`src/rtl/tl_sensor_cond_pkg.sv`:
```
// Shared defaults and encodings for the traffic-light controller slice.
// Latency: n/a (types and constants only).
// Backpressure: n/a.
package tl_sensor_cond_pkg;

    localparam int DEF_PRESCALE   = 4;
    localparam int DEF_DEB_CNT    = 3;
    localparam int DEF_HOLD_TICKS = 5;

    // Controller state encodings, kept here so the next-state logic and this stage agree.
    typedef enum logic [1:0] {
        S0_A_GREEN  = 2'b00,
        S1_A_YELLOW = 2'b01,
        S2_B_GREEN  = 2'b10,
        S3_B_YELLOW = 2'b11
    } tl_state_e;

    // Width of a counter holding 0..n-1, never narrower than one bit.
    function automatic int cnt_width(input int n);
        return (n > 1) ? $clog2(n) : 1;
    endfunction

endpackage

```
`src/rtl/tl_sensor_cond_if.sv`:
```
// Sensor-side signal bundle: raw street sensors in, conditioned levels and tick out.
// Latency: n/a (wires only).
// Backpressure: none; levels and a free-running pulse.
interface tl_sensor_cond_if;

    logic sa_raw;
    logic sb_raw;
    logic ta;
    logic tb;
    logic tick;

    modport master (
        output sa_raw,
        output sb_raw,
        input  ta,
        input  tb,
        input  tick
    );

    modport slave (
        input  sa_raw,
        input  sb_raw,
        output ta,
        output tb,
        output tick
    );

endinterface

```
`src/rtl/tl_debounce.sv`:
```
// One sensor channel: 2-flop synchronizer plus tick-sampled debounce (optional hold via TL_SENSOR_STRETCH_EN).
// Latency: 2 sync clocks + wait for tick + (DEB_CNT-1) ticks + 1 clock.
// Backpressure: none; out only moves in the cycle after a tick.
module tl_debounce
    import tl_sensor_cond_pkg::*;
#(
    parameter int DEB_CNT    = DEF_DEB_CNT
`ifdef TL_SENSOR_STRETCH_EN
   ,parameter int HOLD_TICKS = DEF_HOLD_TICKS
`endif
) (
    input  logic clk,
    input  logic reset_n,
    input  logic tick,
    input  logic raw,
    output logic out
);

    localparam int               DCW       = cnt_width(DEB_CNT);
    localparam logic [DCW-1:0]   DCNT_LAST = DCW'(DEB_CNT - 1);

    logic           s1;
    logic           s2;
    logic [DCW-1:0] dcnt;
    logic           blocked;
    logic           change;

    always_ff @(posedge clk or negedge reset_n) begin
        if (!reset_n) begin
            s1 <= 1'b0;
            s2 <= 1'b0;
        end else begin
            s1 <= raw;
            s2 <= s1;
        end
    end

`ifdef TL_SENSOR_STRETCH_EN
    localparam int             HW      = cnt_width(HOLD_TICKS + 1);
    localparam logic [HW-1:0]  HOLD_LD = HW'(HOLD_TICKS);

    logic [HW-1:0] hold;

    // A raised output may not start its falling qualification until hold drains.
    assign blocked = out && (hold != '0);

    always_ff @(posedge clk or negedge reset_n) begin
        if (!reset_n) begin
            hold <= '0;
        end else if (tick) begin
            if (change && s2)
                hold <= HOLD_LD;
            else if (hold != '0)
                hold <= hold - 1'b1;
        end
    end
`else
    assign blocked = 1'b0;
`endif

    assign change = (s2 != out) && !blocked && (dcnt == DCNT_LAST);

    always_ff @(posedge clk or negedge reset_n) begin
        if (!reset_n) begin
            dcnt <= '0;
            out  <= 1'b0;
        end else if (tick) begin
            if ((s2 == out) || blocked) begin
                dcnt <= '0;
            end else if (change) begin
                out  <= s2;
                dcnt <= '0;
            end else begin
                dcnt <= dcnt + 1'b1;
            end
        end
    end

endmodule

```
`src/rtl/tl_sensor_cond.sv`:
```
// Sensor conditioning: prescaled sample tick plus two debounced street sensors (TL_SENSOR_STRETCH_EN adds min-high hold).
// Latency: raw edge to ta/tb edge = 2 + to-next-tick + (DEB_CNT-1)*PRESCALE + 1 clocks.
// Backpressure: none; tick is free-running and ta/tb are stable through every tick cycle.
module tl_sensor_cond
    import tl_sensor_cond_pkg::*;
#(
    parameter int PRESCALE   = DEF_PRESCALE,
    parameter int DEB_CNT    = DEF_DEB_CNT
`ifdef TL_SENSOR_STRETCH_EN
   ,parameter int HOLD_TICKS = DEF_HOLD_TICKS
`endif
) (
    input  logic                clk,
    input  logic                reset_n,
    tl_sensor_cond_if.slave     sif
);

    localparam int             PW         = cnt_width(PRESCALE);
    localparam logic [PW-1:0]  PCNT_LAST  = PW'(PRESCALE - 1);

    logic [PW-1:0] pcnt;
    logic          tick;

    always_ff @(posedge clk or negedge reset_n) begin
        if (!reset_n)
            pcnt <= '0;
        else if (pcnt == PCNT_LAST)
            pcnt <= '0;
        else
            pcnt <= pcnt + 1'b1;
    end

    // Decoded from the register so tick is glitch-free for the downstream state enable.
    assign tick     = (pcnt == PCNT_LAST);
    assign sif.tick = tick;

    tl_debounce #(
        .DEB_CNT    (DEB_CNT)
`ifdef TL_SENSOR_STRETCH_EN
       ,.HOLD_TICKS (HOLD_TICKS)
`endif
    ) u_deb_a (
        .clk     (clk),
        .reset_n (reset_n),
        .tick    (tick),
        .raw     (sif.sa_raw),
        .out     (sif.ta)
    );

    tl_debounce #(
        .DEB_CNT    (DEB_CNT)
`ifdef TL_SENSOR_STRETCH_EN
       ,.HOLD_TICKS (HOLD_TICKS)
`endif
    ) u_deb_b (
        .clk     (clk),
        .reset_n (reset_n),
        .tick    (tick),
        .raw     (sif.sb_raw),
        .out     (sif.tb)
    );

endmodule

```
`src/flat_wrapper.sv`:
```
// flat-port wrapper written by rule: the top's interface ports become plain ports
module tl_sensor_cond_flat import tl_sensor_cond_pkg::*;
#(
    parameter int PRESCALE   = DEF_PRESCALE,
    parameter int DEB_CNT    = DEF_DEB_CNT

)
  (clk, reset_n, sif_sa_raw, sif_sb_raw, sif_ta, sif_tb, sif_tick);
  tl_sensor_cond_if sif_i ();
  input  logic clk;
  input  logic reset_n;
  input wire logic [$bits(sif_i.sa_raw)-1:0] sif_sa_raw;
  input wire logic [$bits(sif_i.sb_raw)-1:0] sif_sb_raw;
  output wire logic [$bits(sif_i.ta)-1:0] sif_ta;
  output wire logic [$bits(sif_i.tb)-1:0] sif_tb;
  output wire logic [$bits(sif_i.tick)-1:0] sif_tick;
  assign sif_i.sa_raw = sif_sa_raw;
  assign sif_i.sb_raw = sif_sb_raw;
  assign sif_ta = sif_i.ta;
  assign sif_tb = sif_i.tb;
  assign sif_tick = sif_i.tick;
  tl_sensor_cond #(.PRESCALE(PRESCALE), .DEB_CNT(DEB_CNT)) u_core (.clk(clk), .reset_n(reset_n), .sif(sif_i));
endmodule
```
`config.mk`:
```
export PLATFORM = sky130hd
export DESIGN_NAME = tl_sensor_cond_flat
export DESIGN_NICKNAME = d
export VERILOG_FILES = /design/src/rtl/tl_sensor_cond_pkg.sv /design/src/rtl/tl_sensor_cond_if.sv /design/src/rtl/tl_debounce.sv /design/src/rtl/tl_sensor_cond.sv /design/src/flat_wrapper.sv
export SDC_FILE = /design/constraint.sdc
export NUM_CORES = 1
export LEC_CHECK = 0
export ABC_AREA = 1
export BUFFER_PORTS_ARGS = -buffer_cell sky130_fd_sc_hd__clkbuf_2
export CAP_MARGIN = 5
export CORE_AREA = 2 2 39 41
export DETAILED_ROUTE_END_ITERATION = 10
export DIE_AREA = 0 0 41 43
export HOLD_SLACK_MARGIN = 0.08
export PLACE_DENSITY_LB_ADDON = 0.1
export SYNTH_ARGS = -nofsm -noshare
export SYNTH_HDL_FRONTEND = slang
export SYNTH_SLANG_ARGS = --single-unit
```
`constraint.sdc`:
```
create_clock -name clk -period 1.1 [get_ports clk]
set_clock_uncertainty 0.2 [all_clocks]
set_input_delay 0.11 -clock clk [delete_from_list [all_inputs] [get_ports clk]]
set_output_delay 0.11 -clock clk [all_outputs]
set_load 0.01 [all_outputs]
```
# Word level (Yosys, flattened, before mapping)
# Cells that the tools add are included.
word_totals:
  reg_bits: 12
  input_bits: 4
  output_inout_bits: 3
  wordCells: 30
op_classes:
  add_sub_neg: 3
  n_eq_ne: 7
  n_mux: 5
  bitwise: 2
  reduce_logical: 4
ops:
  columns: ["op", "count"]
  rows:
  - ["$mux W2", 5]
  - ["$add A2 B1 Y2 const B", 3]
  - ["$eq A2 B2 Y1 const B", 3]
  - ["$reduce_and A3 Y1", 2]
  - ["$eq A1 B1 Y1", 2]
  - ["$logic_and A1 B1 Y1", 2]
  - ["$ne A1 B1 Y1", 2]
  - ["$not A1 Y1", 2]

# Logic depth before layout (Yosys ltp)
logic_depth:
  ltp_word: 4
  depth_mapped: 5

# By module
# A second synthesis with hierarchy kept.
unflattened:
  cells_unflattened: 54
  hier_area_um2: 471.7
modules_own_cells:
  columns: ["mod", "instances", "cells_per_inst", "area_per_inst_um2", "seq_area_each_um2"]
  rows:
  - ["tl_debounce", 2, 25, 202.7, 125.1]
  - ["tl_sensor_cond", 1, 4, 66.3, 50.0]

# Worst setup path before layout
# No wires, ideal clock.
synth_path:
  path_type: "flip-flop to flip-flop"
  start: "register u_core.pcnt[0]"
  end: "register u_core.u_deb_a.dcnt[1]"
  setup_time_ns: 0.117
  arrival_time_ns: 0.930
  t_required_ns: 0.783
  setup_slack_ns: -0.147
  path_stages_with_launch: 6
  n_path_buf: 0
  synth_period_minus_slack_ns: 1.247
  cell_sequence: "dfrtp_1 > ha_1 > inv_2 > nor2_1 > nand3_1 > nand2_1"
synth_via:
  elab_chain_cells: 1
synth_lines:
  columns: ["element", "line_no", "text"]
  rows:
  - ["start: declaration", "tl_sensor_cond.sv:21", "logic [PW-1:0] pcnt;"]
  - ["start signal: assignment", "tl_sensor_cond.sv:30", "pcnt <= pcnt + 1'b1;"]
  - ["$eq A2 B2 Y1", "tl_sensor_cond.sv:34", "assign tick = (pcnt == PCNT_LAST);"]
  - ["net sif_tick", "flat_wrapper.sv:16", "output wire logic [$bits(sif_i.tick)-1:0] sif_tick;"]
  - ["end signal: assignment", "tl_debounce.sv:74", "dcnt <= dcnt + 1'b1;"]
  - ["end: declaration", "tl_debounce.sv:24", "logic [DCW-1:0] dcnt;"]
# The timed path passes the listed nets, and every way through them passes these cells.
# A chain may end at the register's enable or synchronous reset.

# Worst setup path in the final report
layout_path:
  start: "register u_core.pcnt[0]"
  end: "output port sif_tick"
layout_via:
  elab_chain_cells: 1
layout_lines:
  columns: ["element", "line_no"]
  rows:
  - ["$eq A2 B2 Y1", "tl_sensor_cond.sv:34"]
  - ["end: declaration", "flat_wrapper.sv:16"]
# Every way passes these cells.

==> results.txt <==
unrepaired setup endpoints after global routing - yes
hold violation total from the final report - 0
Total GRT Usage - 11.3%
r2r endpoint - u_core.u_deb_a.dcnt[1]
clk slew on worst S/H paths - 0.07 ns
DR DRC count - 0
worst hold margin - 0.0563 ns
period utilisation layout - 116%
status - complete, but fails checks
worst skew pair latency - 0.26 ns
DRT iter0 DRCs - 0
fraction of layout cells with a size suffix above 1 - 30.2%
crit end category - output pin
crit start category - flop
HPWL after DPL - 502 µm
TritonCTS Buffers - 3
Place WS - -0.0619 ns
Placed Cells - 69
GRT overflow - 0
Power Density - 1820 mW/mm²
kind of critical path - flop to output pin
Worst path top cell family by delay - flip-flops
# clock sinks - 12
worst min path class - input port to asynchronous set/reset pin
CTS tree - done
Avg Synthesized Cell Area - 9.90 µm²
Peak VDD IR - 878 µV
vias in the first global route - 322
post-cts hold buffer count - 3
DR pass1 iterations - 1
Critical Path AT - 0.96 ns
Final WS setup - -0.174 ns
crit-path max cell delay - 0.41 ns
Seq cells post-synth - 12
initial core utilization - 33.6%
r2r startpoint - u_core.pcnt[0]
number of max-cap violations - 0
Leak - 0.333 nW
initial antenna violation count - 0
final setup vio count - 7
total chip power - 1.17 mW
Chip Height - 43 µm
Post-Syn Nets - 52
part of the Yosys area used for sequential elements - 64.5%
clock buffer depth - 2
crit path max fanout - 2
violated checks - negative setup slack
Die Width - 41 µm
Cell Rows - 14
Finished Cell Area - 647 µm²
root buffer cell - clkbuf_4
# IOs - 7
Area Growth Syn to Fin - 39.0%
worst r2r path cells - 6
Slew @ Worst Pin - 0.295 ns
Detailed Route WL - 755 µm
CP max stage cell - dfrtp_1
H-Tree Depth - 1
filler instances - 126
Stages on worst setup path - 2
average wire per standard cell - 9.56 µm
Syn Std Cell Area - 465 µm²
Final Wtd Congestion - 0.608
post-layout min period - 1.27 ns
Cell Area, Placed - 531 µm²
cells after synthesis - 47
core area - 0.00138 mm²
final slew viol count - 0
synth warn - 0
largest net degree at the start of global routing - 13
port bufs - 6
via count - 339
Layout Utilization - 46.7%
die footprint - 0.00176 mm²
Setup TNS - -0.936 ns
worst path buffer plus inverter count - 1
via/cell ratio - 4.29
Max Fclk - 785 MHz
Slew headroom - 80.3%
non-filler cells, final - 79
crit-path cells - ha_4, buf_6
CP required - 0.79 ns
Post-DRT Antenna Nets - 0
reg2reg setup slack - -0.14 ns
global-route wire length before repair - 1240 µm
diode count - 0
synth unique cells - 10
final net count - 69
==> cells by family after synthesis <==
kind of cell / Yosys count / synth area share (%)
AND/OR/NAND/NOR: 27 / 26.6
flip-flops: 12 / 64.5
buffers and inverters: 5 / 4.03
adder cells (fa/ha/maj): 1 / 2.69
AO/OA/AOI/OAI: 2 / 2.15
==> cells in the mapped netlist <==
cell type	count	area, µm²
nor2_1	3	11.3
nor3_2	2	20.0
nand3b_1	2	15.0
ha_1	1	12.5
nand3_1	2	10.0
inv_1	4	15.0
nand2_1	18	67.6
inv_2	1	3.75
dfrtp_1	12	300
o21ai_0	2	10.0
==> sequential cells by signal, indices dropped and copies added (netlist names) <==
| signal | flops |
|---|---|
| u_core.pcnt | 2 |
| u_core.u_deb_a.dcnt | 2 |
| u_core.u_deb_b.dcnt | 2 |
| u_core.u_deb_a.out | 1 |
| u_core.u_deb_a.s1 | 1 |
| u_core.u_deb_a.s2 | 1 |
| u_core.u_deb_b.out | 1 |
| u_core.u_deb_b.s1 | 1 |
| u_core.u_deb_b.s2 | 1 |
==> timing repair <==
item | 4_1_cts | 5_1_grt
endpoints found under the setup margin | 9 | 10
hold endpoints to repair | 14 | 7
resized for setup | 1 | 9
buffers inserted | 3 | 0
pin swaps | 2 | 4
==> power breakdown <==
group          leakage (nW)  switching [mW]  internal, mW
combinational         0.164           0.119         0.119
sequential            0.149          0.0771         0.521
clock                0.0210           0.137         0.201
total                 0.333           0.333         0.842
==> cells in the final DEF, fill, tap and decap left out <==
master / netlist / final
buf_4: 0 / 2
buf_6: 0 / 2
clkbuf_2: 0 / 5
clkbuf_4: 0 / 3
clkbuf_8: 0 / 1
dfrtp_1: 12 / 12
dlygate4sd3_1: 0 / 3
ha_4: 0 / 1
inv_1: 4 / 4
inv_8: 0 / 1
nand2_1: 18 / 18
nand3_1: 2 / 1
nand3_2: 0 / 1
nand3b_1: 2 / 2
nor2_1: 3 / 2
nor2_4: 0 / 1
nor3_2: 2 / 2
o21ai_1: 0 / 2
==> worst reg2reg max path: stages, from the launching register on <==
cell and delay [ns]:
dfrtp_1 0.41, ha_4 0.18, buf_6 0.13, inv_8 0.07
nor2_1 0.04, nand3_1 0.06, nand2_1 0.05
==> how the worst max path moves through the flow <==
stage / from / end / slack, ns
after floorplan: u_core.pcnt[0] / u_core.u_deb_a.dcnt[1] / -0.01
after global placement: u_core.pcnt[0] / u_core.u_deb_a.dcnt[1] / -0.05
after detailed placement: u_core.pcnt[0] / u_core.u_deb_a.dcnt[1] / -0.06
after CTS: u_core.pcnt[0] / sif_tick / -0.20
after global routing: u_core.pcnt[0] / sif_tick / -0.23
final: u_core.pcnt[0] / sif_tick / -0.17
==> final cells by class <==
| cell class | count | area [µm²] | share of cell area [%] |
|---|---|---|---|
| well taps | 16 | 20.0 | 3.09 |
| inverters | 5 | 26.3 | 4.06 |
| repair buffers | 12 | 92.6 | 14.3 |
| multi-input cells | 30 | 171 | 26.5 |
| flip-flops and latches | 12 | 300 | 46.4 |
| clock buffers | 4 | 36.3 | 5.61 |
==> routing by layer <==
metal  vias to the layer above  GRT usage [%]  wire, µm
li1                        179              -         -
met1                       152           12.1       352
met2                         6           15.9       360
met3                         2           7.85        28
met4                         0           6.00        14
met5                         -              0         0
(Power assumes the default switching activity.)
